### src/rtl/seq_gen_pkg.sv
// Shared types and constants for the serial pattern generator:
// the state encoding, default widths and the bit-counter width helper.
package seq_gen_pkg;

  localparam int DEF_PAT_W = 4;
  localparam int DEF_CNT_W = 4;

  typedef enum logic [1:0] {
    IDLE  = 2'd0,
    SHIFT = 2'd1,
    DONE  = 2'd2,
    GAP   = 2'd3
  } state_t;

  // A counter that must reach PAT_W-1 needs clog2(PAT_W) bits, never fewer than one.
  function automatic int bitcnt_w(input int pat_w);
    return (pat_w <= 2) ? 1 : $clog2(pat_w);
  endfunction

endpackage

### src/rtl/seq_pattern_gen_if.sv
// Request/stream bundle between a pattern source (master) and the
// serial generator (slave) that emits the bit stream.
interface seq_pattern_gen_if
  import seq_gen_pkg::*;
#(
  parameter int PAT_W = DEF_PAT_W,
  parameter int CNT_W = DEF_CNT_W
);

  logic             start;
  logic [PAT_W-1:0] pattern;
  logic [CNT_W-1:0] repeat_n;
  logic             out;
  logic             out_valid;
  logic             busy;
  logic             done;

  modport master (
    output start,
    output pattern,
    output repeat_n,
    input  out,
    input  out_valid,
    input  busy,
    input  done
  );

  modport slave (
    input  start,
    input  pattern,
    input  repeat_n,
    output out,
    output out_valid,
    output busy,
    output done
  );

endinterface

### src/rtl/seq_gen_shifter.sv
// MSB-first shift register with a hold copy of the loaded pattern so a
// repetition can restart without going back to the request inputs.
module seq_gen_shifter
  import seq_gen_pkg::*;
#(
  parameter int PAT_W = DEF_PAT_W
) (
  input  logic             clk,
  input  logic             rst,
  input  logic             load,
  input  logic             reload,
  input  logic             shift,
  input  logic [PAT_W-1:0] din,
  output logic             msb
);

  logic [PAT_W-1:0] sreg;
  logic [PAT_W-1:0] hold;

  // Shifting in zeros leaves the register empty after the last bit, so msb idles low.
  always_ff @(posedge clk or posedge rst) begin
    if (rst) begin
      sreg <= '0;
      hold <= '0;
    end else if (load) begin
      sreg <= din;
      hold <= din;
    end else if (reload) begin
      sreg <= hold;
    end else if (shift) begin
      sreg <= {sreg[PAT_W-2:0], 1'b0};
    end
  end

  assign msb = sreg[PAT_W-1];

endmodule

### src/rtl/seq_pattern_gen.sv
// Bit-serial pattern transmitter: sends a PAT_W-bit pattern MSB-first,
// repeat_n times. Define SEQ_PATTERN_GEN_GAP_EN for a one-cycle gap between repetitions.
module seq_pattern_gen
  import seq_gen_pkg::*;
#(
  parameter int PAT_W = DEF_PAT_W,
  parameter int CNT_W = DEF_CNT_W
) (
  input  logic           clk,
  input  logic           rst,
  seq_pattern_gen_if.slave bus
);

  localparam int             BW       = bitcnt_w(PAT_W);
  localparam logic [BW-1:0]  BIT_LAST = BW'(PAT_W - 1);

  state_t           state;
  state_t           state_nx;
  logic [BW-1:0]    bitcnt;
  logic [BW-1:0]    bitcnt_nx;
  logic [CNT_W-1:0] repcnt;
  logic [CNT_W-1:0] repcnt_nx;

  logic load;
  logic reload;
  logic shift;
  logic msb;

  logic out_valid_q;
  logic busy_q;
  logic done_q;
  logic out_valid_nx;
  logic busy_nx;
  logic done_nx;

  seq_gen_shifter #(
    .PAT_W (PAT_W)
  ) u_shifter (
    .clk    (clk),
    .rst    (rst),
    .load   (load),
    .reload (reload),
    .shift  (shift),
    .din    (bus.pattern),
    .msb    (msb)
  );

  // State, counters and the registered status outputs.
  always_ff @(posedge clk or posedge rst) begin
    if (rst) begin
      state       <= IDLE;
      bitcnt      <= '0;
      repcnt      <= '0;
      out_valid_q <= 1'b0;
      busy_q      <= 1'b0;
      done_q      <= 1'b0;
    end else begin
      state       <= state_nx;
      bitcnt      <= bitcnt_nx;
      repcnt      <= repcnt_nx;
      out_valid_q <= out_valid_nx;
      busy_q      <= busy_nx;
      done_q      <= done_nx;
    end
  end

  always_comb begin
    state_nx  = state;
    bitcnt_nx = bitcnt;
    repcnt_nx = repcnt;
    load      = 1'b0;
    reload    = 1'b0;
    shift     = 1'b0;
    case (state)
      IDLE: begin
        if (bus.start) begin
          repcnt_nx = bus.repeat_n;
          bitcnt_nx = BIT_LAST;
          // A zero-repeat request keeps the shifter empty so out never rises.
          if (bus.repeat_n != '0) begin
            load     = 1'b1;
            state_nx = SHIFT;
          end else begin
            state_nx = DONE;
          end
        end
      end
      SHIFT: begin
        if (bitcnt != '0) begin
          shift     = 1'b1;
          bitcnt_nx = bitcnt - 1'b1;
        end else if (repcnt > CNT_W'(1)) begin
          repcnt_nx = repcnt - 1'b1;
`ifdef SEQ_PATTERN_GEN_GAP_EN
          shift     = 1'b1;
          state_nx  = GAP;
`else
          reload    = 1'b1;
          bitcnt_nx = BIT_LAST;
`endif
        end else begin
          shift     = 1'b1;
          repcnt_nx = '0;
          state_nx  = DONE;
        end
      end
      DONE: begin
        state_nx = IDLE;
      end
      GAP: begin
`ifdef SEQ_PATTERN_GEN_GAP_EN
        reload    = 1'b1;
        bitcnt_nx = BIT_LAST;
        state_nx  = SHIFT;
`else
        state_nx  = IDLE;
`endif
      end
      default: begin
        state_nx = IDLE;
      end
    endcase
  end

  // Status outputs are decoded from the next state so they register in step with it.
  always_comb begin
    out_valid_nx = (state_nx == SHIFT);
    busy_nx      = (state_nx != IDLE);
    done_nx      = (state_nx == DONE);
  end

  assign bus.out       = msb;
  assign bus.out_valid = out_valid_q;
  assign bus.busy      = busy_q;
  assign bus.done      = done_q;

endmodule

### src/flat_wrapper.sv
// flat-port wrapper written by rule: the top's interface ports become plain ports
module seq_pattern_gen_flat import seq_gen_pkg::*;
#(
  parameter int PAT_W = DEF_PAT_W,
  parameter int CNT_W = DEF_CNT_W
)
  (clk, rst, bus_start, bus_pattern, bus_repeat_n, bus_out, bus_out_valid, bus_busy, bus_done);
  seq_pattern_gen_if #(.PAT_W(PAT_W), .CNT_W(CNT_W)) bus_i ();
  input  logic clk;
  input  logic rst;
  input wire logic [$bits(bus_i.start)-1:0] bus_start;
  input wire logic [$bits(bus_i.pattern)-1:0] bus_pattern;
  input wire logic [$bits(bus_i.repeat_n)-1:0] bus_repeat_n;
  output wire logic [$bits(bus_i.out)-1:0] bus_out;
  output wire logic [$bits(bus_i.out_valid)-1:0] bus_out_valid;
  output wire logic [$bits(bus_i.busy)-1:0] bus_busy;
  output wire logic [$bits(bus_i.done)-1:0] bus_done;
  assign bus_i.start = bus_start;
  assign bus_i.pattern = bus_pattern;
  assign bus_i.repeat_n = bus_repeat_n;
  assign bus_out = bus_i.out;
  assign bus_out_valid = bus_i.out_valid;
  assign bus_busy = bus_i.busy;
  assign bus_done = bus_i.done;
  seq_pattern_gen #(.PAT_W(PAT_W), .CNT_W(CNT_W)) u_core (.clk(clk), .rst(rst), .bus(bus_i));
endmodule
### config.mk
export PLATFORM = sky130hd
export DESIGN_NAME = seq_pattern_gen_flat
export DESIGN_NICKNAME = d
export VERILOG_FILES = /design/src/rtl/seq_gen_pkg.sv /design/src/rtl/seq_pattern_gen_if.sv /design/src/rtl/seq_gen_shifter.sv /design/src/rtl/seq_pattern_gen.sv /design/src/flat_wrapper.sv
export SDC_FILE = /design/constraint.sdc
export NUM_CORES = 1
export LEC_CHECK = 0
export BUFFER_PORTS_ARGS = -buffer_cell sky130_fd_sc_hd__buf_4
export CORE_AREA = 2 2 47 57
export CTS_CLUSTER_DIAMETER = 80
export CTS_CLUSTER_SIZE = 14
export DETAILED_ROUTE_END_ITERATION = 16
export DIE_AREA = 0 0 49 59
export GPL_ROUTABILITY_DRIVEN = 1
export SKIP_LAST_GASP = 1
export SLEW_MARGIN = 10
export SYNTH_ARGS = -nofsm -noshare
export SYNTH_HDL_FRONTEND = slang
export SYNTH_SLANG_ARGS = --single-unit
### constraint.sdc
create_clock -name clk -period 4.84 [get_ports clk]
set_input_delay 0.484 -clock clk [delete_from_list [all_inputs] [get_ports clk]]
set_output_delay 0.484 -clock clk [all_outputs]
set_load 0.02 [all_outputs]
==> flow_summary.toml <==
[cells_and_area]
final_cells = 155
fill_cells = 232
diodes = 0
area_growth_pct = 15.1
drive_gt1_share_pct = 18.5
nets = 139

[floorplan]
design.core.area_sq_mm = 0.00231
initial_core_util_pct = 43.9
die-area_sq_mm = 0.00289
die_w_um = 49
die_height_um = 59
rows = 19
ios = 15

[clock_network]
cts_root_buf = "clkbuf_4"
clk_latency_ps = 300
ctsHoldBuffers = 0
post-cts-setup-buffers = 0
h-tree-depth = 1
cts_buffers = 3
cts_tree = "built"
path_clk_slew_ps = 110
cts_resized = 0
ctsLongestPathBuffers = 2
clock-sinks = 19

[setup_path]
path_buf_inv = 1
worstPathCellList = "inv_1 -> ha_1 -> or2_1 -> a21oi_1 -> mux2i_1 -> o211ai_1"
required_ps = 5010
cp.arrival_ps = 1870
cpMaxStageDelayCell = "dfrtp_1"
path_class = "register to register"
cp_max_fo = 6
cpPeakStageDelay_ps = 450
timing.critical_path.from_type = "register"
crit_family = "flip-flops"
end_kind = "register"

[global_route]
grt_pass1_vias = 915
antenna_found_initial = 0
grt.total_usage_pct = 17.0
grt_max_degree = 20
grt_overflow = 0
grt_first_pass_wirelength_um = 3840

[synthesis]
ys_types = 30
ys_async_sr_fraction_pct = 100
synth_nets = 123
seq_area_frac_synth_pct = 47.0
yosys.area.top_type_share_pct = 47.0
yosysMostFrequentCell = "nand2_1"
synthFlopType = "dfrtp_1"
avgSynthCellArea_sq_um = 9.29
syn_inst = 109
synthTopCellsByArea = "dfrtp_1 (47%), nand2_1 (7.8%), a21oi_1 (5.4%)"
yosys_register_bits = 19
synth_edf_count = 0
synth_common_cells = "nand2_1 (21), dfrtp_1 (19), a21oi_1 (11), nor2_1 (8), inv_1 (7)"
yosysWarnings = 0
yosys.area.top_type = "dfrtp_1"
syn_area_sq_mm = 0.00101

[timing]
finalSetupViolCount = 0
worst_pin_slew_ps = 758
fmax_ghz = 0.589
post-route-min-period_ps = 1700
skew_ps = 5.55
rsz0062_at_grt = "false"
hold_viol_final = 0
slew_viol_final = 0
period_share_pct = 35.1
tns_ps = 0
maxSlewHeadroom_pct = 49.4

[drt]
ant_nets = 0
drc = 0
wirelength_um = 2060
via_count = 876
drt_iter0_markers = 17
viasPerCell = 5.65
dr.pass1.iters = 4
routedWlPerCell_um = 13.3

[status]
status = "completed"

[power]
p_int_mw = 0.383
combPwrFrac_pct = 45.1
seqPwrFrac_pct = 42.8
p_sw_share_pct = 42.4
p_sw_mw = 0.282
power_leakage_nw = 0.534
power_frac_clock_pct = 12.1
ir_drop_mv = 0.285
powerDensity_mw_per_mm2 = 571

[flow_run]
cap_violations = 0

[place]
post-place-cells = 151
hpwl_um = 1530
io_buffers = 14
globalplace.congestion = 0.882

[worst_hold_path]
hold_class = "primary input to asynchronous set/reset pin"
==> registers in the layout (all words and copies together), names as in the netlist <==
name                   count
u_core.bitcnt              2
u_core.bus.busy            1
u_core.bus.done            1
u_core.bus.out_valid       1
u_core.repcnt              4
u_core.state               2
u_core.u_shifter.hold      4
u_core.u_shifter.sreg      4
==> area by class of cell <==
cell class	count	area (sq um)	area share [%]
inverters	7	26.3	2.26
clock buffers	4	26.3	2.26
repair buffers	14	105	9.02
well taps	31	38.8	3.33
flip-flops and latches	19	475	40.8
multi-input cells	80	493	42.3
==> cells in the final DEF (no fill, tap or decap), drive strengths merged <==
master and instances:
dfrtp 19, or2 1, mux2i 2, a31oi 1
nor2 9, nand4 1, nor3 3, a22o 2
nand3 3, buf 14, o41ai 2, nand2b 1
o31ai 1, inv 7, o21a 2, nand2 21
nor4 1, o21ai 3, a21oi 11, ha 3
o211ai 4, clkbuf 4, o311ai 2, a32oi 4
or3 1, a21o 2
==> worst register-to-register path, delay by kind of cell (launching register included) <==
family	cells	cell delay (ps)
buf+inv	1	60
flops	1	450
simple gates	1	300
mux	1	210
fa+ha+maj	1	230
compound gates	2	320
==> through the flow <==
| step | utilization, % | setup WS, ps | hold WS (ps) | area (sq um) | power, mW |
|---|---|---|---|---|---|
| after floorplan | - | 3300 | 435 | 1010 | 0.509 |
| after global placement | 49.4 | 3110 | 473 | 1140 | 0.580 |
| after detailed placement | 49.4 | 3150 | 468 | 1140 | 0.587 |
| after CTS | 50.5 | 3160 | 319 | 1160 | 0.669 |
| after global routing | 50.5 | 3000 | 370 | 1160 | 0.733 |
| final | 50.5 | 3140 | 311 | 1160 | 0.665 |
==> logic make-up after synthesis <==
kind of cell	share of synthesized area (%)
DFF	47.0
adders and majority gates	3.71
AOI/OAI and AO/OA	25.0
buffers and inverters	4.33
and+or+nand+nor	18.0
muxes	1.98
==> per-layer routing <==
metal | global-route usage (%) | vias up | wire length (um)
met3 | 2.27 | 6 | 107
li1 | - | 426 | -
met1 | 21.0 | 412 | 934
met4 | 8.16 | 0 | 43
met5 | 0 | - | 0
met2 | 29.7 | 32 | 978
==> path summary, 6_finish.rpt <==
path | start | endpoint | slack, ps | cells past startpoint
setup / recovery | u_core.repcnt[0]$_DFFE_PP0P_ | u_core.u_shifter.sreg[1]$_DFFE_PP0P_ | 3140 | 6
hold / removal | rst | u_core.state[1]$_DFF_PP0_ | 310 | 2
setup reg to reg | u_core.repcnt[0]$_DFFE_PP0P_ | u_core.u_shifter.sreg[1]$_DFFE_PP0P_ | 3140 | 6
hold reg to reg | u_core.u_shifter.hold[0]$_DFFE_PP0P_ | u_core.u_shifter.hold[0]$_DFFE_PP0P_ | 490 | 2
max in group asynchronous | rst | u_core.u_shifter.sreg[2]$_DFFE_PP0P_ | 4050 | 2
min in group clk | bus_pattern[0] | u_core.u_shifter.hold[0]$_DFFE_PP0P_ | 370 | 3
==> power groups by stage <==
stage                     clock (mW)  sequential (mW)  combinational [mW]
final                         0.0805            0.285               0.300
after global routing          0.0910            0.296               0.346
after CTS                     0.0833            0.283               0.302
after detailed placement           0            0.287               0.300
after global placement             0            0.286               0.294
after floorplan                    0            0.279               0.230
No activity file was read; power rests on OpenSTA's default activity.
